`src/rtl/dmem_store_responder.sv`:
```
// Word RAM on the core's load/store port plus a completion checker that watches
// stores to the result address and raises sticky done/pass flags.
module dmem_store_responder #(
    parameter int          DEPTH          = 64,
    parameter logic [31:0] PASS_ADDR      = 32'd100,
    parameter logic [31:0] PASS_DATA      = 32'd25,
    parameter logic [31:0] SCRATCH_ADDR   = 32'd96,
    parameter bit          STRICT         = 1'b1,
    parameter int          TIMEOUT_CYCLES = 1000
) (
    input  logic        clk,
    input  logic        reset,
    input  logic        MemWrite,
    input  logic [31:0] DataAdr,
    input  logic [31:0] WriteData,
    output logic [31:0] ReadData,
    output logic        done,
    output logic        pass,
    output logic [31:0] fail_addr,
    output logic [15:0] store_count
);

    localparam int               IDX_W      = $clog2(DEPTH);
    localparam int               CNT_W      = $clog2(TIMEOUT_CYCLES + 1);
    localparam logic [31:0]      MEM_BYTES  = 32'(DEPTH * 4);
    localparam logic [CNT_W-1:0] LAST_CYCLE = CNT_W'(TIMEOUT_CYCLES - 1);

    typedef enum logic [1:0] {RUN, PASSED, FAILED, TIMED_OUT} stateT;

    stateT            state;
    logic [31:0]      mem [DEPTH];
    logic [CNT_W-1:0] cycleCount;
    logic [IDX_W-1:0] wordIdx;
    logic             inRange;
    logic             aligned;
    logic             running;
    logic             passStore;
    logic             failStore;
    logic             timeoutHit;
    logic             memWrite;

    assign wordIdx    = DataAdr[IDX_W+1:2];
    assign inRange    = DataAdr < MEM_BYTES;
    assign aligned    = DataAdr[1:0] == 2'b00;
    assign running    = state == RUN;
    assign timeoutHit = cycleCount == LAST_CYCLE;

    // A result-address store never counts as a strict-mode violation; its data decides.
    assign passStore = MemWrite && DataAdr == PASS_ADDR && WriteData == PASS_DATA;
    assign failStore = MemWrite &&
                       ((DataAdr == PASS_ADDR && WriteData != PASS_DATA) ||
                        !aligned ||
                        (STRICT && DataAdr != SCRATCH_ADDR && DataAdr != PASS_ADDR));

    // Only stores that survive the checks land in RAM; a terminal state freezes it.
    assign memWrite = running && MemWrite && aligned && inRange && !failStore;

    // Old word is returned during a same-word write; the new value shows next cycle.
    assign ReadData = inRange ? mem[wordIdx] : 32'h0;

    // NOTE: RAM is deliberately left out of reset so its contents survive for post-mortem
    // and it maps onto block RAM; sequential state always uses non-blocking assignments.
    always_ff @(posedge clk) begin
        if (memWrite) mem[wordIdx] <= WriteData;
    end

    always_ff @(posedge clk) begin
        if (reset) begin
            state       <= RUN;
            done        <= 1'b0;
            pass        <= 1'b0;
            fail_addr   <= 32'h0;
            store_count <= 16'h0;
            cycleCount  <= '0;
        end else if (running) begin
            cycleCount <= cycleCount + 1'b1;
            if (memWrite && store_count != 16'hFFFF) store_count <= store_count + 16'd1;
            if (passStore) begin
                state <= PASSED;
                done  <= 1'b1;
                pass  <= 1'b1;
            end else if (failStore) begin
                state     <= FAILED;
                done      <= 1'b1;
                fail_addr <= DataAdr;
            end else if (timeoutHit) begin
                state <= TIMED_OUT;
                done  <= 1'b1;
            end
        end
    end

endmodule

```
`config.mk`:
```
export PLATFORM = sky130hd
export DESIGN_NAME = dmem_store_responder
export DESIGN_NICKNAME = d
export VERILOG_FILES = /design/src/rtl/dmem_store_responder.sv
export SDC_FILE = /design/constraint.sdc
export NUM_CORES = 2
export LEC_CHECK = 0
export BUFFER_PORTS_ARGS = -buffer_cell sky130_fd_sc_hd__clkbuf_2
export CAP_MARGIN = 25
export CORE_MARGIN = 2
export CORE_UTILIZATION = 56
export DETAILED_ROUTE_END_ITERATION = 10
export HOLD_SLACK_MARGIN = 0.06
export PLACE_DENSITY = 0.75
export SLEW_MARGIN = 30
export SYNTH_ARGS = -nofsm -noshare
export SYNTH_HDL_FRONTEND = slang
export SYNTH_SLANG_ARGS = --single-unit
```
`constraint.sdc`:
```
create_clock -name clk -period 3.9 [get_ports clk]
set_clock_uncertainty 0.2 [all_clocks]
set_input_delay 0.195 -clock clk [delete_from_list [all_inputs] [get_ports clk]]
set_output_delay 0.195 -clock clk [all_outputs]
set_load 0.05 [all_outputs]
```
* Word-level counts from Yosys, hierarchy flattened
Memory sizes are Yosys's and may differ from the RTL's.
Cells that the tools add are included.
** Storage, ports and cells
- Bits in writable memories :: 2048
- Word-level logic and storage cells :: 48
- Flip-flop bits (word level) :: 62
- Input port bits :: 67
- Output and inout bits :: 82
- Memories kept :: 1
** Memory list
- mem :: depth 64, width 32, rd ports 1, clocked after Yosys merged registers in 0, wr ports 1, RTL line 31 : logic [31:0] mem [DEPTH];
** Operators by class
- Reduce and logical (&&, ||, !) cells :: 21
- Bitwise operators :: 1
- Equality and inequality tests :: 7
- Add/subtract/negate cells :: 2
- Magnitude comparators :: 1
- Multiplexer cells :: 9
** Operators with widths (count)
- 32-bit by 7-bit inequality test with 1-bit output, second input constant :: 2
- 32-bit by 5-bit == test with 1-bit output, second input constant :: 1
- 32-bit by 7-bit == test with 1-bit output, second input constant :: 1
- 32-bit by 9-bit less-than comparator with 1-bit output, second input constant :: 1
- 32-bit two-way mux :: 1
- 32-bit by 5-bit inequality test with 1-bit output, second input constant :: 1
- 16-bit by 1-bit adder with 16-bit output, second input constant :: 1
- 16-bit inequality test, second input constant :: 1
- 10-bit by 1-bit adder with 10-bit output, second input constant :: 1
- 10-bit == test, second input constant :: 1
- 1-bit logical AND :: 10
- 2-bit two-way mux :: 3
- 2-bit AND reduction :: 3
- 1-bit two-way mux :: 5
- 2-bit zero test :: 2
- 3-bit AND reduction :: 1
- 3-bit nonzero test :: 1
- 1-bit zero test :: 2
- 1-bit logical OR :: 2
- 1-bit inverter :: 1

* Longest topological paths before layout
- Depth after elaboration :: 9
- Depth in mapped cells :: 10
- Depth with buffers taken out :: 6

* Least setup slack after synthesis
OpenSTA, ideal clock, no wires.
- Kind :: input -> output
- From :: in DataAdr[2]
- To :: out ReadData[25]
- Arrival time :: 3.839 ns
- Stages on the path :: 9
- Required time :: 3.505 ns
- Path buffers :: 5
- Setup slack :: -0.334 ns
- Cell sequence :: clkbuf_1 buf_4 buf_4 buf_2 buf_4 mux2i_1 o22ai_1 nor3_1 a2111oi_0
** Between the ends
- Word-level cells in the longest chain between the ends :: 2
- Elaborated cells between the ends (all ways) :: 3
- Those cells by class :: 1 x order compare; 1 x mux; 1 x memory
** Ends and longest elaborated chain
- start: declaration :: RTL line 14 : input logic [31:0] DataAdr,
- 32-bit by 9-bit less-than comparator with 1-bit output / memory read 64 x 32 bit (equally long branches)
- 32-bit two-way mux * :: RTL line 59 : assign ReadData = inRange ? mem[wordIdx] : 32'h0;
- end: declaration :: RTL line 16 : output logic [31:0] ReadData,
Every way passes the cells marked *; elsewhere a longest branch is shown, timed or not.

* Worst setup path in the final report
- From :: in WriteData[24]
- To :: reg fail_addr[21]
** Between the ends
- Word-level cells in the longest chain between the ends :: 6
- Elaborated cells between the ends (all ways) :: 9
- Those cells by class :: 2 x eq/ne; 1 x bitwise; 6 x reduce/logical
** Ends and longest elaborated chain
- start: declaration :: RTL line 15 : input logic [31:0] WriteData,
- 32-bit by 5-bit inequality test with 1-bit output :: RTL line 51 : ((DataAdr == PASS_ADDR && WriteData != PASS_DATA) ||
- 1-bit logical AND :: RTL line 51
- 1-bit logical OR :: RTL line 51
- 1-bit logical OR :: RTL line 52 : !aligned ||
- 1-bit logical AND :: RTL line 50 : assign failStore = MemWrite &&
- 3-bit AND reduction (no line) *
- end signal: assignment :: RTL line 85 : fail_addr <= DataAdr;
- end: declaration :: RTL line 19 : output logic [31:0] fail_addr,
Marked as above.
A chain may end at the register's enable or synchronous reset.

==> impl_metrics.json <==
{
  "cts.clk_slew.worst_paths_ns": 0.06,
  "portBuffers": 148,
  "dieArea_um2": 147000,
  "numCtsBuffers": 205,
  "stdcell_count": 8223,
  "synth-edff-count": 2048,
  "dr_total_vias": 40600,
  "worst_pin_slew_ns": 0.881,
  "async_reset_ff_frac": 0,
  "die_w_um": 384,
  "fin_crit_sh": 0.976,
  "regToRegStartpoint": "state[1]",
  "crit_start": "WriteData[24]",
  "clock_path_buffers": 3,
  "cts_htree_levels": 4,
  "cts_root_buf": "clkbuf_16",
  "grt_pass1_wl_mm": 235,
  "synth.avg_cell_area_um2": 21.8,
  "io_pins": 149,
  "die_h_um": 384,
  "drv_cap": 0,
  "arrival_ns": 4.29,
  "vias_per_cell": 4.94,
  "worstRegToRegCells": 8,
  "critPathSlowestCell": "dlygate4sd3_1",
  "r2r_setup_slack_ns": 0.46,
  "start_util": 0.563,
  "path_cells": "dlygate4sd3_1 -> buf_2 -> nor4_2 -> buf_4 -> nand4_1 -> buf_4 -> o21ai_2 -> buf_4 -> a31oi_4 -> buf_12 -> mux2i_1 -> dlygate4sd3_1 -> nor2_1 -> dlygate4sd3_1",
  "placed_cell_area_um2": 92600,
  "synth-seq-cells": 2110,
  "criticalPathCategory": "in -> reg",
  "power_frac_seq": 0.546,
  "p_comb_frac": 0.068,
  "synthCells": 3701,
  "clock_sinks": 2110,
  "grt_pass1_vias": 42200,
  "ir_drop_uv": 481,
  "endpoint": "fail_addr[21]",
  "area_delta_synth_final_pct": 24.4,
  "synth_warnings": 0,
  "hp-class": "in -> reg",
  "end_kind": "flop",
  "drc": 0,
  "yosys_most_used_dff": "edfxtp_1",
  "overflow": 0,
  "timing.fmax_mhz": 263,
  "period_needed_ns": 3.81,
  "core_um2": 143000,
  "tritoncts": "built",
  "slew-limit-headroom": 0.413,
  "detail-route-antenna-nets": 0,
  "status": "finished clean",
  "rows": 139,
  "antenna_found_initial": 9,
  "hpwl_mm": 93.2,
  "power_density_nw_per_um2": 496,
  "insertion_delay_ns": 0.80,
  "crit_path_max_fanout": 27,
  "syn_area_um2": 80700,
  "p_switching_w": 0.0104,
  "setup_viol": 0,
  "drive_above_1_share": 0.182,
  "grt_max_degree": 65,
  "hold_start": "DataAdr[5]",
  "initialDrtViolationCount": 3202,
  "dp.cells": 7721,
  "yosysUniqueCellTypes": 61,
  "leakagePower_nw": 38.1,
  "cp-start-kind": "primary input",
  "nets": 6208,
  "rr_endpoint": "fail_addr[21]",
  "crit_required_ns": 4.38,
  "intPower_w": 0.0394,
  "tns_ns": 0,
  "drv_slew": 0,
  "swShare": 0.209,
  "track_usage": 0.214,
  "first_pass_iters": 5,
  "p_clk_frac": 0.386,
  "routed_wirelength_mm": 154,
  "report.final.hold_viol_count": 0,
  "finalWeightedCongestion": 0.788,
  "critPathMaxStageDelay_ns": 0.62,
  "stdcell_area_um2": 100000,
  "fin_util": 0.701,
  "avgRoutedWirePerCell_um": 18.7,
  "ys_seq_area_frac": 0.777
}
-- cell usage after synthesis, types with 5 or more instances --
cell type	n	area, µm²
a211oi_1	13	97.6
a21oi_1	53	265
a221oi_1	7	61.3
a22o_1	12	105
a22oi_1	46	345
a32oi_1	9	78.8
and3_1	5	31.3
buf_1	41	154
buf_2	57	285
buf_4	32	240
clkbuf_1	71	267
dfxtp_1	62	1240
edfxtp_1	2048	61500
mux2_2	35	394
mux2i_1	235	2350
mux4_2	476	10700
nand2_1	128	480
nand3_1	29	145
nand4_1	27	169
nor2_1	105	394
nor3_1	23	115
nor4_1	23	144
o21ai_0	46	230
o221ai_1	12	105
o22ai_1	23	144
o31ai_1	7	52.6
or3_1	8	50.1
or4_1	7	52.6
xor2_1	8	70.1
-- sequential cells by signal, indices dropped and copies added (netlist names) --
signal and cells:
cycleCount 10, done 1, fail_addr 32, mem 2048, pass 1, state 2, store_count 16
-- power groups by stage --
stage	Combinational (W)	Clock [W]	Sequential, W
after floorplan	0.00214	0	0.0276
after detailed placement	0.00319	0	0.0277
after global routing	0.00368	0.0205	0.0274
after CTS	0.00332	0.0197	0.0273
after global placement	0.00314	0	0.0276
final	0.00337	0.0192	0.0272
-- logic make-up after synthesis --
group	share of synthesized area
buffers and inverters	0.0119
muxes	0.167
and+or+nand+nor	0.0218
other	0.0000465
adders and majority gates	0.000310
AOI/OAI and AO/OA	0.0203
xor gates and xnor gates	0.00119
DFF	0.777
-- through the flow --
| step | setup slack [ns] | power, W | hold WS [ns] |
|---|---|---|---|
| floorplan | 0.343 | 0.0297 | 0.0939 |
| global placement | 0.418 | 0.0307 | 0.247 |
| detailed placement | 0.391 | 0.0309 | 0.256 |
| CTS | 0.00983 | 0.0502 | 0.0747 |
| global route | -0.0198 | 0.0516 | 0.0793 |
| finish | 0.0926 | 0.0498 | 0.144 |
-- per-layer routing --
| layer | vias to the layer above | GRT usage | share of wire |
|---|---|---|---|
| met5 | - | 0 | 0.00029 |
| met4 | 6 | 0.0690 | 0.029 |
| met3 | 294 | 0.0418 | 0.059 |
| met2 | 1036 | 0.379 | 0.53 |
| met1 | 20800 | 0.267 | 0.39 |
| li1 | 18500 | - | - |
-- repair_timing --
item	4_1_cts	5_1_grt
gates resized for setup	0	9
setup endpoints to repair	0	20
endpoints found under the hold margin	2056	0
buffers inserted	0	1
hold buffers	113	0
-- worst max-delay path: cells and delay by family --
kind / cells / cell delay [ns]
and+or+nand+nor: 3 / 0.55
AOI/OAI and AO/OA: 2 / 0.34
muxes: 1 / 0.22
buffers and inverters: 8 / 2.96
-- cells in the final DEF, fill, tap and decap left out, types with 13 or more instances in the layout --
cell	netlist	layout
buf_4	32	150
mux2_2	35	35
mux2i_1	235	235
nor4_1	23	19
a211oi_1	13	13
a21oi_1	53	53
clkinv_1	0	53
o21ai_0	46	46
dlygate4sd3_1	0	112
clkbuf_16	0	208
conb_1	1	1984
nor3_1	23	20
clkinv_2	0	37
nand2_1	128	128
clkbuf_2	0	124
buf_12	0	59
bufinv_16	0	20
mux4_2	476	476
clkbuf_1	71	53
dfxtp_1	62	62
nand4_1	27	27
a22oi_1	46	46
nor2_1	105	102
edfxtp_1	2048	2048
o22ai_1	23	23
nand3_1	29	29
-- worst min path at each step --
stage | to | slack (ns) | cells after the start
floorplan | mem[0][0] | 0.09 | 0
finish | fail_addr[5] | 0.14 | 4
detailed placement | pass | 0.26 | 2
global route | mem[62][28] | 0.08 | 2
global placement | mem[37][20] | 0.25 | 1
CTS | fail_addr[5] | 0.07 | 4
-- final cells by class --
class                      count  area [µm²]
timing repair buffer         449        4100
sequential                  2110       62700
inverter                       4        22.5
tap                         1903        2380
clock inverter               124        1170
fill                        9078       42900
clock buffer                 262        5420
antenna                        2        5.00
multi-input combinational   3369       24600
(Power assumes the default switching activity.)
